==> config.mk <==
export PLATFORM = sky130hd
export DESIGN_NAME = conv2d_job_scheduler
export DESIGN_NICKNAME = d
export VERILOG_FILES = /design/src/rtl/conv2d_pkg.sv /design/src/rtl/conv2d_desc_fifo.sv /design/src/rtl/conv2d_job_scheduler.sv
export SDC_FILE = /design/constraint.sdc
export NUM_CORES = 1
export LEC_CHECK = 0
export CAP_MARGIN = 20
export CORE_MARGIN = 10
export CORE_UTILIZATION = 50
export CTS_CLUSTER_SIZE = 30
export DETAILED_ROUTE_END_ITERATION = 6
export GPL_ROUTABILITY_DRIVEN = 0
export PLACE_DENSITY = 0.83
export SYNTH_ARGS = -nofsm -noshare
export SYNTH_HDL_FRONTEND = slang
export SYNTH_HIERARCHICAL = 1
export SYNTH_SLANG_ARGS = --single-unit
export TNS_END_PERCENT = 5
==> constraint.sdc <==
create_clock -name clk -period 4.2 [get_ports clk]
set_input_delay 1.26 -clock clk [delete_from_list [all_inputs] [get_ports clk]]
set_output_delay 1.26 -clock clk [all_outputs]
set_load 0.02 [all_outputs]
==> src/rtl/conv2d_pkg.sv <==
// Shared types for the conv2D job scheduler: FSM state encoding and descriptor packing.
// Descriptor packing order, MSB to LSB: {ofm_base, ifm_base, wt_base, fm_dim}.
package conv2d_pkg;

   typedef enum logic [2:0] {
      ST_IDLE     = 3'd0,
      ST_POP      = 3'd1,
      ST_LAUNCH   = 3'd2,
      ST_ARMED    = 3'd3,
      ST_RUN      = 3'd4,
      ST_COMPLETE = 3'd5
   } sched_state_t;

   localparam int unsigned DEF_AWIDTH = 32;
   localparam int unsigned DEF_DIM_W  = 32;

   // Packed descriptor width for a given address width and fm_dim width.
   function automatic int unsigned desc_width(input int unsigned awidth, input int unsigned dim_w);
      return 3 * awidth + dim_w;
   endfunction

endpackage

==> src/rtl/conv2d_desc_fifo.sv <==
// Synchronous descriptor FIFO, 2^QLOG entries deep. Full/empty derive from a registered
// count, so push readiness never depends combinationally on the same-cycle pop.
module conv2d_desc_fifo #(
   parameter int unsigned W    = 128,
   parameter int unsigned QLOG = 2
) (
   input  logic         clk,
   input  logic         rst_n,
   input  logic         push,
   input  logic [W-1:0] push_data,
   input  logic         pop,
   output logic [W-1:0] head,
   output logic         full,
   output logic         empty
);

   localparam int unsigned DEPTH = 1 << QLOG;
   localparam logic [QLOG:0] DEPTH_CNT = (QLOG+1)'(DEPTH);

   logic [W-1:0]    mem [DEPTH];
   logic [QLOG-1:0] wr_ptr_reg;
   logic [QLOG-1:0] rd_ptr_reg;
   logic [QLOG:0]   count_reg;
   logic            push_ok;
   logic            pop_ok;

   assign full    = (count_reg == DEPTH_CNT);
   assign empty   = (count_reg == '0);
   assign push_ok = push && !full;
   assign pop_ok  = pop && !empty;
   assign head    = mem[rd_ptr_reg];

   always_ff @(posedge clk) begin
      if (push_ok) begin
         mem[wr_ptr_reg] <= push_data;
      end
   end

   always_ff @(posedge clk or negedge rst_n) begin
      if (!rst_n) begin
         wr_ptr_reg <= '0;
         rd_ptr_reg <= '0;
         count_reg  <= '0;
      end else begin
         if (push_ok) wr_ptr_reg <= wr_ptr_reg + 1'b1;
         if (pop_ok)  rd_ptr_reg <= rd_ptr_reg + 1'b1;
         case ({push_ok, pop_ok})
            2'b10:   count_reg <= count_reg + 1'b1;
            2'b01:   count_reg <= count_reg - 1'b1;
            default: count_reg <= count_reg;
         endcase
      end
   end

endmodule

==> src/rtl/conv2d_job_scheduler.sv <==
// Queues conv2D job descriptors and runs them one at a time on a single compute engine.
// Optional macro CONV_SCHED_PERF_EN adds a per-job cycle counter reported on stat_cycles.
module conv2d_job_scheduler
   import conv2d_pkg::*;
#(
   parameter int unsigned AWIDTH = DEF_AWIDTH,
   parameter int unsigned DIM_W  = DEF_DIM_W,
   parameter int unsigned QLOG   = 2,
   parameter int unsigned ID_W   = 8
) (
   input  logic              clk,
   input  logic              rst_n,
   input  logic              job_valid,
   output logic              job_ready,
   input  logic [DIM_W-1:0]  job_fm_dim,
   input  logic [AWIDTH-1:0] job_wt_base,
   input  logic [AWIDTH-1:0] job_ifm_base,
   input  logic [AWIDTH-1:0] job_ofm_base,
   output logic [DIM_W-1:0]  cfg_fm_dim,
   output logic [AWIDTH-1:0] cfg_wt_base,
   output logic [AWIDTH-1:0] cfg_ifm_base,
   output logic [AWIDTH-1:0] cfg_ofm_base,
   output logic              compute_start,
   input  logic              compute_idle,
   input  logic              compute_done,
   output logic              stat_valid,
   input  logic              stat_ready,
   output logic [ID_W-1:0]   stat_id,
   output logic              stat_err,
   output logic [31:0]       stat_cycles,
   output logic              sched_busy
);

   localparam int unsigned DESC_W = desc_width(AWIDTH, DIM_W);

   logic [DESC_W-1:0] push_desc;
   logic [DESC_W-1:0] head_desc;
   logic              fifo_full;
   logic              fifo_empty;
   logic              fifo_pop;
   logic [DIM_W-1:0]  head_fm_dim;
   logic [AWIDTH-1:0] head_wt_base;
   logic [AWIDTH-1:0] head_ifm_base;
   logic [AWIDTH-1:0] head_ofm_base;

   sched_state_t      state_reg;
   sched_state_t      state_next;
   logic [DIM_W-1:0]  fm_dim_reg;
   logic [AWIDTH-1:0] wt_base_reg;
   logic [AWIDTH-1:0] ifm_base_reg;
   logic [AWIDTH-1:0] ofm_base_reg;
   logic              err_reg;
   logic [ID_W-1:0]   id_reg;

   assign push_desc     = {job_ofm_base, job_ifm_base, job_wt_base, job_fm_dim};
   assign head_fm_dim   = head_desc[DIM_W-1:0];
   assign head_wt_base  = head_desc[DIM_W +: AWIDTH];
   assign head_ifm_base = head_desc[DIM_W + AWIDTH +: AWIDTH];
   assign head_ofm_base = head_desc[DIM_W + 2*AWIDTH +: AWIDTH];

   conv2d_desc_fifo #(
      .W    (DESC_W),
      .QLOG (QLOG)
   ) u_desc_fifo (
      .clk       (clk),
      .rst_n     (rst_n),
      .push      (job_valid),
      .push_data (push_desc),
      .pop       (fifo_pop),
      .head      (head_desc),
      .full      (fifo_full),
      .empty     (fifo_empty)
   );

   assign job_ready    = !fifo_full;
   assign sched_busy   = (state_reg != ST_IDLE) || !fifo_empty;
   assign stat_valid   = (state_reg == ST_COMPLETE);
   assign stat_id      = id_reg;
   assign stat_err     = err_reg;
   assign cfg_fm_dim   = fm_dim_reg;
   assign cfg_wt_base  = wt_base_reg;
   assign cfg_ifm_base = ifm_base_reg;
   assign cfg_ofm_base = ofm_base_reg;

   always_ff @(posedge clk or negedge rst_n) begin
      if (!rst_n) begin
         state_reg <= ST_IDLE;
      end else begin
         state_reg <= state_next;
      end
   end

   // Done is only looked at in RUN; the ARMED gap lets the engine drop a stale done first.
   always_comb begin
      state_next    = state_reg;
      fifo_pop      = 1'b0;
      compute_start = 1'b0;
      case (state_reg)
         ST_IDLE: begin
            if (!fifo_empty) state_next = ST_POP;
         end
         ST_POP: begin
            fifo_pop   = 1'b1;
            state_next = (head_fm_dim == '0) ? ST_COMPLETE : ST_LAUNCH;
         end
         ST_LAUNCH: begin
            if (compute_idle) begin
               compute_start = 1'b1;
               state_next    = ST_ARMED;
            end
         end
         ST_ARMED: begin
            state_next = ST_RUN;
         end
         ST_RUN: begin
            if (compute_done && compute_idle) state_next = ST_COMPLETE;
         end
         ST_COMPLETE: begin
            if (stat_ready) state_next = ST_IDLE;
         end
         default: begin
            state_next = ST_IDLE;
         end
      endcase
   end

   always_ff @(posedge clk or negedge rst_n) begin
      if (!rst_n) begin
         fm_dim_reg   <= '0;
         wt_base_reg  <= '0;
         ifm_base_reg <= '0;
         ofm_base_reg <= '0;
         err_reg      <= 1'b0;
         id_reg       <= '0;
      end else begin
         if (state_reg == ST_POP) begin
            fm_dim_reg   <= head_fm_dim;
            wt_base_reg  <= head_wt_base;
            ifm_base_reg <= head_ifm_base;
            ofm_base_reg <= head_ofm_base;
            err_reg      <= (head_fm_dim == '0);
         end
         if ((state_reg == ST_COMPLETE) && stat_ready) begin
            id_reg <= id_reg + 1'b1;
         end
      end
   end

`ifdef CONV_SCHED_PERF_EN
   logic [31:0] cycles_reg;

   // Cleared in POP as well so a rejected job never reports the previous job's count.
   always_ff @(posedge clk or negedge rst_n) begin
      if (!rst_n) begin
         cycles_reg <= '0;
      end else if ((state_reg == ST_POP) || compute_start) begin
         cycles_reg <= '0;
      end else if (((state_reg == ST_ARMED) || (state_reg == ST_RUN)) && (cycles_reg != 32'hFFFF_FFFF)) begin
         cycles_reg <= cycles_reg + 32'd1;
      end
   end

   assign stat_cycles = cycles_reg;
`else
   assign stat_cycles = 32'd0;
`endif

endmodule

==> out/summary.md <==
## Clock network
• **clock network latency to the later pin of the worst-skew pair** 0.60 ns
• **clk sink count** 659
• **clock buffer depth** 3
• **post_cts resized** 0
• **setup bufs post-CTS** 0
• **H-tree levels** 3
• **CTS clock-pin slew for the worst setup and hold paths** 0.05 ns
• **hold buffers post-CTS** 0
• **TritonCTS clock tree** built
• **cell chosen for the clock root** sky130_fd_sc_hd__clkbuf_16
• **TritonCTS buffer count** 67

## Global route
• **antenna violations before repair** 5
• **via count of the first global-routing pass** 12.4k
• **first-pass GRT wire length** 78,000 um
• **Tot GR Track Use** 17.3%
• **maximum number of pins on one net before global-route repair** 132
• **gr ovfl total** 0

## Setup path
• **critical path endpoint category** output pin
• **largest fanout on the critical path** 2
• **CP Launch Type** primary input
• **Setup CP Type** primary input to output pin
• **Arr. time, crit path** 2.61 ns
• **Worst EP required** 2.94 ns

## Synth
• **count of unique library cells instantiated by Yosys** 40
• **share of the synthesized area in the top cell type** 61.9%
• **Synth Flop Type** sky130_fd_sc_hd__edfxtp_1
• **top cells by area, synth** sky130_fd_sc_hd__edfxtp_1 (62%), sky130_fd_sc_hd__dfrtp_1 (15%), sky130_fd_sc_hd__mux4_2 (12%), sky130_fd_sc_hd__mux2_4 (4.6%), sky130_fd_sc_hd__mux2_2 (2.4%)
• **synthesized netlist cell count** 1,072
• **asr flop ratio synth** 22.3%
• **number of warnings issued by yosys** 6
• **synthesized cell area** 24,800 um2
• **number of flip-flops and latches in the synthesized netlist** 659
• **library cell occupying the most area in the post-synthesis netlist** sky130_fd_sc_hd__edfxtp_1
• **EDFF count, synth** 512
• **sequential area share after synthesis** 76.8%
• **average cell area after synthesis** 23.2 um2

## Floorplan
• **die height** 243 um
• **Initial Utilization** 50.6%
• **IO Count** 307
• **number of core rows** 81
• **Die Outline Area** 59,000 um2
• **horizontal die dimension** 243 um
• **Core Area** 49,100 um2

## Placement
• **HPWL after detailed placement** 30,500 um
• **buffers added on ports** 274
• **placed insts** 1,983
• **placed cell area** 28,200 um2
• **setup slack at placement** 0.340 ns

## Power
• **power share of the clock group** 25.3%
• **worst vdd ir** 0.000596 V
• **relative contribution of sequential cells to total power** 42.1%
• **switching fraction of total power** 29.6%
• **portion of total power attributed to combinational logic** 32.6%
• **power per unit of standard cell area** 764 nW/um2
• **Static Leakage** 0.0108 uW
• **internal power** 16,300 uW
• **switching power** 6870 uW

## Final layout
• **share of the core filled with cells in the final layout** 61.9%
• **Ant. Diodes** 0
• **Total Nets Final** 1,529
• **most used cells in the layout excluding fill and tap cells** sky130_fd_sc_hd__edfxtp_1 (512), sky130_fd_sc_hd__clkdlybuf4s50_1 (273), sky130_fd_sc_hd__dfrtp_1 (145), sky130_fd_sc_hd__mux4_2 (128), sky130_fd_sc_hd__mux2_4 (76)
• **P&R area growth vs syn** 22.3%
• **register with the highest flop count** u_desc_fifo/mem
• **most common library cell in the layout ignoring fill and taps** sky130_fd_sc_hd__edfxtp_1
• **fraction of layout instances using a drive strength above 1** 26.8%
• **flip-flop count of the largest register, all copies and words added** 512
• **post-route standard cell area excluding fillers** 30,400 um2
• **non-filler cells in the finished layout** 2,107

## Detailed routing
• **drt drc** 0
• **number of nets with antenna violations after detailed routing** 0
• **post-DR vias/cell** 5.39
• **Routed WL per cell** 24.1 um
• **aggregate routed wire length** 50,900 um
• **First DRT Iteration DRCs** 867
• **first drt pass iteration count** 5
• **vias after detailed routing** 11.4k

## Timing
• **Hold Violations, Final** 0
• **Max Fclk** 259 MHz
• **worst hold slack** 0.475 ns
• **pin slew with the least headroom to its limit** 1.11 ns
• **setup skew after layout** 0.0215 ns
• **final worst path period need** 3.87 ns
• **final count of pins violating max slew** 0
• **final setup vio count** 0
• **worst max-slew margin expressed relative to the limit** 25.7%
• **final cycle utilization of the critical path** 92.1%
• **worst setup slack after layout** 0.333 ns
• **RSZ-0062 raised after global routing** false

## Min path
• **class of the worst hold path** flip-flop to flip-flop

## Flow run
• **Max Cap Violations** 0

## Status
• **outcome** finished, final reports clean

-- cell type report --
type | instances | area (um2)
Tap cell | 664 | 831
Fill cell | 3336 | 18700
Timing Repair Buffer | 293 | 2970
Sequential cell | 659 | 19100
Clock buffer | 90 | 1820
Multi-Input combinational cell | 359 | 5280
Inverter | 8 | 30.0
Clock inverter | 34 | 357
-- cells by family (layout without fill, tap and decap cells) --
group                      after synthesis  count (layout)  synth area share, %
muxes                                  258             258                 18.7
and+or+nand+nor                         39              39                0.922
other                                    1              32               0.0151
AOI/OAI and AO/OA                       10              10                0.297
DFF                                    659             659                 76.8
adders and majority gates                7               7                0.383
xor gates and xnor gates                13              13                0.459
buffers and inverters                   85             425                 2.50
-- power by group through the flow --
stage | logic, uW | clock network [uW] | registers [uW]
finish | 7560 | 5870 | 9760
global route | 8040 | 6300 | 9930
CTS | 7730 | 6040 | 9780
detailed placement | 7670 | 0 | 9880
global placement | 7530 | 0 | 9780
floorplan | 4440 | 0 | 10400
-- synth_stat cells (6+ instances only) --
cell type and n:
sky130_fd_sc_hd__edfxtp_1 512, sky130_fd_sc_hd__dfrtp_1 147, sky130_fd_sc_hd__mux4_2 128, sky130_fd_sc_hd__mux2_4 76
sky130_fd_sc_hd__mux2_2 54, sky130_fd_sc_hd__buf_4 33, sky130_fd_sc_hd__buf_2 22, sky130_fd_sc_hd__buf_6 20
sky130_fd_sc_hd__inv_1 8, sky130_fd_sc_hd__nor4_1 8, sky130_fd_sc_hd__xnor2_1 8, sky130_fd_sc_hd__ha_1 6
sky130_fd_sc_hd__nand2_1 6
-- final timing paths --
path	startpoint	slack (ns)	end	depth (start not counted)
setup / recovery	compute_idle	0.33	compute_start	3
hold / removal	stat_id[7]	0.48	stat_id[7]	1
setup reg to reg	u_desc_fifo/rd_ptr_reg[0]	1.11	state_reg[1]	6
hold reg to reg	stat_id[7]	0.48	stat_id[7]	1
max in group asynchronous	rst_n	2.79	cfg_ofm_base[13]	2
min in group asynchronous	rst_n	0.66	stat_id[3]	1
-- per-stage QoR --
| stage | total power, uW | setup TNS (ns) |
|---|---|---|
| 2_1_floorplan | 14800 | -335.10 |
| 3_3_place_gp | 17300 | 0 |
| 3_5_place_dp | 17600 | 0 |
| 4_1_cts | 23600 | 0 |
| 5_1_grt | 24300 | 0 |
| 6_report | 23200 | 0 |
-- worst max-delay path: stages --
cell and delay (ns):
sky130_fd_sc_hd__clkdlybuf4s50_1 0.53, sky130_fd_sc_hd__and3_1 0.20, sky130_fd_sc_hd__clkdlybuf4s50_1 0.61
-- metal layers --
metal	vias up	track usage [%]	routed length, um
met5	-	0	75
met4	10	5.88	1010
met3	66	4.93	3400
li1	4927	-	-
met2	341	28.0	25700
met1	6020	22.1	20700
No activity file was read; power rests on OpenSTA's default activity.
